File: src/rtl/imem_loader.sv
// Boot-time loader: assembles little-endian words from a host byte stream into
// instruction memory, holding the core stalled until the last write lands.
// Optional trailing XOR checksum byte: define IMEM_LOADER_CSUM_EN.
module imem_loader #(
  parameter int ADDR_W    = 16,
  parameter int DEPTH     = 65535,
  parameter int BASE_ADDR = 1
) (
  input  logic              clk,
  input  logic              reset,
  input  logic              in_valid,
  input  logic [7:0]        in_data,
  output logic              in_ready,
  output logic              mem_we,
  output logic [ADDR_W-1:0] mem_addr,
  output logic [31:0]       mem_wdata,
  output logic              core_hold,
  output logic              done,
  output logic              err,
  output logic [15:0]       words_loaded
);

`ifdef IMEM_LOADER_CSUM_EN
  typedef enum logic [2:0] {S_LEN0, S_LEN1, S_DATA, S_CSUM, S_FLUSH, S_DONE, S_ERR} state_t;
`else
  typedef enum logic [2:0] {S_LEN0, S_LEN1, S_DATA, S_FLUSH, S_DONE, S_ERR} state_t;
`endif

  state_t      state, state_nxt;
  logic [7:0]  len_lo;
  logic [15:0] n_words;
  logic [1:0]  byte_idx;
  logic [23:0] asm_q;
  logic        accept;
  logic [15:0] len_in;
  logic        word_done;
  logic        last_word;
  state_t      tail_state;

  logic              in_ready_d, mem_we_d, core_hold_d, done_d, err_d;
  logic [ADDR_W-1:0] mem_addr_d;
  logic [31:0]       mem_wdata_d;

  assign accept    = in_valid && in_ready;
  assign len_in    = {in_data, len_lo};
  assign word_done = accept && (state == S_DATA) && (byte_idx == 2'd3);
  assign last_word = (words_loaded + 16'd1) == n_words;

`ifdef IMEM_LOADER_CSUM_EN
  logic [7:0] csum;
  assign tail_state = S_CSUM;
`else
  assign tail_state = S_FLUSH;
`endif

  // state register
  always_ff @(posedge clk or negedge reset) begin
    if (!reset) state <= S_LEN0;
    else        state <= state_nxt;
  end

  // next state
  always_comb begin
    state_nxt = state;
    case (state)
      S_LEN0:  if (accept) state_nxt = S_LEN1;
      S_LEN1:  if (accept) begin
        if (32'(len_in) > 32'(DEPTH)) state_nxt = S_ERR;
        else if (len_in == 16'd0)     state_nxt = tail_state;
        else                          state_nxt = S_DATA;
      end
      S_DATA:  if (word_done && last_word) state_nxt = tail_state;
`ifdef IMEM_LOADER_CSUM_EN
      S_CSUM:  if (accept) state_nxt = (in_data == csum) ? S_FLUSH : S_ERR;
`endif
      S_FLUSH: state_nxt = S_DONE;
      S_DONE:  state_nxt = S_DONE;
      S_ERR:   state_nxt = S_ERR;
      default: state_nxt = S_LEN0;
    endcase
  end

  // registered outputs follow the state being entered, so they line up with it
  always_comb begin
    in_ready_d  = (state_nxt != S_FLUSH) && (state_nxt != S_DONE);
    core_hold_d = (state_nxt != S_DONE);
    done_d      = (state_nxt == S_DONE);
    err_d       = (state_nxt == S_ERR);
    mem_we_d    = word_done;
    mem_addr_d  = mem_addr;
    mem_wdata_d = mem_wdata;
    if (word_done) begin
      mem_addr_d  = ADDR_W'(BASE_ADDR) + ADDR_W'(words_loaded);
      mem_wdata_d = {in_data, asm_q};
    end
  end

  always_ff @(posedge clk or negedge reset) begin
    if (!reset) begin
      in_ready  <= 1'b0;
      mem_we    <= 1'b0;
      mem_addr  <= ADDR_W'(BASE_ADDR);
      mem_wdata <= '0;
      core_hold <= 1'b1;
      done      <= 1'b0;
      err       <= 1'b0;
    end else begin
      in_ready  <= in_ready_d;
      mem_we    <= mem_we_d;
      mem_addr  <= mem_addr_d;
      mem_wdata <= mem_wdata_d;
      core_hold <= core_hold_d;
      done      <= done_d;
      err       <= err_d;
    end
  end

  // datapath: length capture, byte assembly, word counter
  always_ff @(posedge clk or negedge reset) begin
    if (!reset) begin
      len_lo       <= '0;
      n_words      <= '0;
      byte_idx     <= '0;
      asm_q        <= '0;
      words_loaded <= '0;
    end else if (accept) begin
      case (state)
        S_LEN0: len_lo  <= in_data;
        S_LEN1: n_words <= len_in;
        S_DATA: begin
          byte_idx <= byte_idx + 2'd1;
          case (byte_idx)
            2'd0:    asm_q[7:0]   <= in_data;
            2'd1:    asm_q[15:8]  <= in_data;
            2'd2:    asm_q[23:16] <= in_data;
            default: words_loaded <= words_loaded + 16'd1;
          endcase
        end
        default: ;
      endcase
    end
  end

`ifdef IMEM_LOADER_CSUM_EN
  // running XOR over header and data bytes
  always_ff @(posedge clk or negedge reset) begin
    if (!reset) csum <= '0;
    else if (accept && (state == S_LEN0 || state == S_LEN1 || state == S_DATA))
      csum <= csum ^ in_data;
  end
`endif

endmodule

File: config.mk
export PLATFORM = sky130hd
export DESIGN_NAME = imem_loader
export DESIGN_NICKNAME = d
export VERILOG_FILES = /design/src/rtl/imem_loader.sv
export SDC_FILE = /design/constraint.sdc
export NUM_CORES = 1
export LEC_CHECK = 0
export ABC_AREA = 1
export ABC_CLOCK_PERIOD_IN_PS = 1800
export BUFFER_PORTS_ARGS = -buffer_cell sky130_fd_sc_hd__buf_2
export CAP_MARGIN = 20
export CORE_AREA = 2 2 105 107
export DETAILED_ROUTE_END_ITERATION = 8
export DIE_AREA = 0 0 107 109
export GPL_ROUTABILITY_DRIVEN = 0
export PLACE_DENSITY_LB_ADDON = 0.25
export SLEW_MARGIN = 20
export SYNTH_ARGS = -nofsm -noshare
export SYNTH_HDL_FRONTEND = slang
export SYNTH_SLANG_ARGS = --single-unit
File: constraint.sdc
create_clock -name clk -period 1.8 [get_ports clk]
set_clock_uncertainty 0.15 [all_clocks]
set_input_delay 0.18 -clock clk [delete_from_list [all_inputs] [get_ports clk]]
set_output_delay 0.18 -clock clk [all_outputs]
set_load 0.03 [all_outputs]
Word-level counts from Yosys, hierarchy flattened
Cells that the tools add are included.
{"block": "word_totals", "regBits": 122, "elab_cells": 53}
{"block": "op_classes", "bitwise": 1, "addsub": 2, "muxes": 5, "n_eq_ne": 13, "reduce_logical": 17}
{"op": "16-bit by 1-bit adder with 16-bit output (second input constant)", "count": 1}
{"op": "16-bit == test", "count": 1}
{"op": "16-bit logical NOT", "count": 1}
{"op": "3-bit case mux with 5 select lines", "count": 1}
{"op": "3-bit == test (second input constant)", "count": 4}
{"op": "3-bit AND reduction", "count": 4}
{"op": "3-bit two-way mux", "count": 3}
{"op": "3-bit by 2-bit == test with 1-bit output (second input constant)", "count": 2}
{"op": "2-bit AND reduction", "count": 3}
{"op": "1-bit logical AND", "count": 5}
{"op": "2-bit == test (second input constant)", "count": 2}
{"op": "3-bit by 1-bit == test with 1-bit output (second input constant)", "count": 1}
{"op": "3-bit logical NOT", "count": 1}
{"op": "3-bit by 2-bit inequality test with 1-bit output (second input constant)", "count": 1}
{"op": "3-bit inequality test (second input constant)", "count": 1}
{"op": "3-bit OR reduction", "count": 1}
{"op": "2-bit by 1-bit adder with 2-bit output (second input constant)", "count": 1}
{"op": "2-bit by 1-bit == test with 1-bit output (second input constant)", "count": 1}
{"op": "2-bit logical NOT", "count": 1}
{"op": "2-bit OR reduction", "count": 1}
{"op": "1-bit two-way mux", "count": 1}
{"op": "1-bit inverter", "count": 1}

Longest topological paths before layout
{"block": "logic_depth", "depth_word": 8, "ltp_mapped": 14, "ltp_nobuf": 14}

Least setup slack after synthesis
No wires, ideal clock.
{"block": "synth_timing", "path_kind": "register -> register", "from": "register words_loaded[0]", "to": "register in_ready", "path_buffers": 0, "t_arrival_ps": 1808, "period_less_slack_ps": 2092, "required_time_ps": 1516, "setup_slack_ps": -292, "stages_incl_launch_ff": 15, "setup_time_ps": 134, "path_cell_list": "dfrtp_1 ha_1 nand2_1 nor2_4 nand2_1 nand2_1 nand2_1 nand2_1 nand2_1 nor2_1 nand2_1 nor2_1 nand3_1 nand2_2 a21oi_2"}
{"block": "synth_between", "elab_chain_len": 7}
{"element": "from (decl)", "line": "20", "source": "output logic [15:0] words_loaded"}
{"element": "from (signal assigned)", "line": "136", "source": "default: words_loaded <= words_loaded + 16'd1;"}
{"element": "16-bit by 1-bit adder with 16-bit output (*)", "line": "47", "source": "assign last_word = (words_loaded + 16'd1) == n_words;"}
{"element": "16-bit == test (*)", "line": "47"}
{"element": "1-bit logical AND (*)", "line": "72", "source": "S_DATA: if (word_done && last_word) state_nxt = tail_state;"}
{"element": "3-bit two-way mux (*)", "line": "72"}
{"element": "3-bit case mux with 5 select lines (*)", "line": "65", "source": "case (state)"}
{"element": "via state_nxt[0]", "line": "29", "source": "state_t state, state_nxt;"}
{"element": "3-bit by 2-bit inequality test with 1-bit output or 3-bit inequality test (tied branches)", "line": "85", "source": "in_ready_d = (state_nxt != S_FLUSH) && (state_nxt != S_DONE);"}
{"element": "1-bit logical AND (*)", "line": "85"}
{"element": "via in_ready_d", "line": "40", "source": "logic in_ready_d, mem_we_d, core_hold_d, done_d, err_d;"}
{"element": "to (signal assigned)", "line": "108", "source": "in_ready <= in_ready_d;"}
{"element": "to (decl)", "line": "13", "source": "output logic in_ready,"}
The timed path passes the listed nets; every way through them passes the cells marked *.
A chain may end at the register's enable or synchronous reset.

Worst setup path after layout
{"block": "layout_timing", "from": "register words_loaded[1]", "to": "register in_ready"}
Same word-level chain as after synthesis.

==> impl_metrics.env <==
export IMPL_clk_insertion_delay_late_ns=0.52
export IMPL_synth_xor_area_share_pct=0.497
export IMPL_cts_path_max_buffers=2
export IMPL_fill_cells=873
export IMPL_h_tree_depth=4
export IMPL_synth_cells=635
export IMPL_start_kind="register"
export IMPL_initial_utilization_pct=49.8
export IMPL_status="finished with violations"
export IMPL_synth_cell_types=23
export IMPL_area_sequential_um2=3060
export IMPL_path_clk_slew_ns=0.06
export IMPL_end_kind="register"
export IMPL_setup_viol=2
export IMPL_dp_cells=893
export IMPL_synth_seq_cells=122
export IMPL_root_buffer="clkbuf_8"
export IMPL_wirelength_um=13600
export IMPL_arrival_ns=2.25
export IMPL_dpl_hpwl_um=9200
export IMPL_antenna_left=0
export IMPL_vias=4806
export IMPL_drv_cap=0
export IMPL_crit_chain="ha_4 -> nand2_4 -> nor2_4 -> buf_4 -> nand3_1 -> nand2_2 -> nand3_1 -> nand2_1 -> nand2_1 -> nor2_2 -> nand3_2 -> nand2_2 -> a21oi_2"
export IMPL_final_cell_mix="243 x nand2_1, 114 x dfrtp_1, 78 x buf_2"
export IMPL_worstMarginPinSlew_ns=0.454
export IMPL_syn_nets=652
export IMPL_critical_path_class="reg2reg"
export IMPL_synth_mux_area_fraction_pct=0.213
export IMPL_antenna_found_initial=0
export IMPL_seq_area_frac_synth_pct=57.8
export IMPL_die_h_um=109
export IMPL_num_rows=38
export IMPL_p_leak_nw=3.80
export IMPL_grt_pass1_vias=4531
export IMPL_grt_pass1_wl_um=21900
export IMPL_synth_adder_area_share_pct=1.42
export IMPL_hp_class="in2async"
export IMPL_dr_pass1_iters=6
export IMPL_multi_input_area_um2=2090
export IMPL_core_um2=10600
export IMPL_yosys_area_share_simple_pct=26.5
export IMPL_antennaDiodeCount=0
export IMPL_ios=80
export IMPL_power_density_nw_per_um2=1970
export IMPL_cp_slowest_cell="dfrtp_2"
export IMPL_clock_sinks=122
export IMPL_drive_gt1_share_pct=27.6
export IMPL_slew_headroom_pct=69.8
export IMPL_synth_compound_area_share_pct=8.26
export IMPL_first_iter_violations=304
export IMPL_area_growth_pct=35.4
export IMPL_nNetsFinal=806
export IMPL_final_common_cell="nand2_1"
export IMPL_setup_tns_ns=-0.414
export IMPL_final_cells=941
export IMPL_grt_total_usage_pct=24.6
export IMPL_finalHoldViolCount=0
export IMPL_cts_tree="yes"
export IMPL_crit_path_max_incr_delay_ns=0.43
export IMPL_die_width_um=107
export IMPL_crit_fanout=8
export IMPL_vias_per_cell=5.11
export IMPL_dpl_cell_area_um2=6300
export IMPL_synth_area_per_cell_um2=8.32
export IMPL_postLayoutCellArea_um2=7150
export IMPL_ir_drop_mv=0.995
export IMPL_grt_max_degree=59
export IMPL_die_area_um2=11700
export IMPL_period_minus_slack_ns=2.01
export IMPL_yosys_warnings=0
export IMPL_synth_top_family_by_area="simple AND/OR/NAND/NOR gates"
export IMPL_whs_ns=0.0173
export IMPL_synth_area_um2=5280
export IMPL_setup_ws_ns=-0.208
export IMPL_clock_fmax_mhz=498
export IMPL_violations="setup timing"
export IMPL_required_ns=2.04
export IMPL_port_buffers=79
export IMPL_numCtsBuffers=17
export IMPL_maxSlewViolCount=0
export IMPL_route_detailed_drc=0
export IMPL_rsz0062_at_grt="true"
export IMPL_min_period_over_period_pct=112
export IMPL_routedWlPerCell_um=14.4
export IMPL_overflow=0
-- sequential cells by signal, indices dropped and copies added, names as in the netlist, 2 cells and up --
name          cells
mem_wdata        32
n_words          16
asm_q            24
state             3
byte_idx          2
len_lo            8
mem_addr         16
words_loaded     16
-- report_power, final --
group / internal (mW) / switching (mW) / leakage, nW
clock network: 2.03 / 1.21 / 0.277
registers: 4.02 / 0.855 / 1.50
logic: 2.16 / 3.85 / 2.02
total: 8.21 / 5.91 / 3.80
-- metrics by stage --
stage / setup WS [ns] / total power [mW] / utilization (%)
CTS: -0.162 / 14.0 / 66.2
finish: -0.208 / 14.1 / 67.5
floorplan: -0.0772 / 8.31 / -
global placement: -0.135 / 10.4 / 59.4
global route: -0.351 / 15.1 / 67.5
detailed placement: -0.197 / 10.5 / 59.4
-- logic make-up (layout without fill, tap and decap cells) --
kind of cell | after synthesis | in the layout
AND/OR/NAND/NOR | 344 | 344
flip-flops | 122 | 122
AO/OA/AOI/OAI | 86 | 86
buffers and inverters | 73 | 239
adder cells (fa/ha/maj) | 6 | 6
XOR/XNOR | 3 | 3
multiplexers | 1 | 1
-- path summary, 6_finish.rpt --
path	start	endpoint	slack [ns]	cells after the start
max	words_loaded[1]$_DFFE_PN0P_	in_ready$_DFF_PN0_	-0.21	13
min	reset	words_loaded[13]$_DFFE_PN0P_	0.02	2
max reg2reg	words_loaded[1]$_DFFE_PN0P_	in_ready$_DFF_PN0_	-0.21	13
min reg2reg	mem_wdata[18]$_DFFE_PN0P_	mem_wdata[18]$_DFFE_PN0P_	0.31	2
max in group asynchronous	reset	core_hold$_DFF_PN1_	0.89	3
min in group clk	in_valid	byte_idx[0]$_DFFE_PN0P_	0.08	6
-- metal layers --
layer | global-route usage (%) | wire [um] | up-vias
met5 | 0 | 0 | -
met4 | 10.4 | 333 | 0
met3 | 5.44 | 715 | 33
met2 | 41.1 | 6790 | 155
met1 | 31.1 | 5740 | 2290
li1 | - | - | 2328
-- synthesized netlist by cell type --
library cell | n | share of area (%)
clkbuf_1 | 15 | 1.1
a21oi_1 | 15 | 1.4
buf_2 | 5 | 0.47
nand2_2 | 1 | 0.12
dfrtp_1 | 120 | 57
xor2_1 | 3 | 0.50
dfstp_2 | 2 | 0.99
a21boi_0 | 1 | 0.14
nand3_1 | 30 | 2.8
a21oi_2 | 1 | 0.17
o21ai_1 | 2 | 0.19
nor4_1 | 4 | 0.47
nor3_1 | 2 | 0.19
nor2_4 | 1 | 0.21
nand3b_1 | 2 | 0.28
nand2_1 | 254 | 18
nor2_2 | 6 | 0.71
nor2_1 | 34 | 2.4
mux2_2 | 1 | 0.21
inv_1 | 53 | 3.8
o21ai_0 | 67 | 6.3
ha_1 | 6 | 1.4
nand4_1 | 10 | 1.2
-- layout make-up --
type	instances	area share, %
clock buffer	20	6.23
clock inverter	11	1.70
inverter	53	2.83
multi-input combinational	440	29.2
sequential	122	42.8
tap	140	2.45
timing repair buffer	155	14.7
-- repair_timing --
item,CTS,global route
gates resized for setup,14,24
hold buffers,9,0
hold endpoints to repair,168,0
setup buffers,2,4
gates cloned,0,2
pin swaps,7,5
endpoints found under the setup margin,8,71
-- critical path, delay by kind of cell, from the launching register on --
family | cells | cell delay, ns
DFF | 1 | 0.43
adders and majority gates | 1 | 0.18
buffers and inverters | 1 | 0.15
and+or+nand+nor | 10 | 0.91
AOI/OAI and AO/OA | 1 | 0.05
Power figures use the tool's default switching activity.
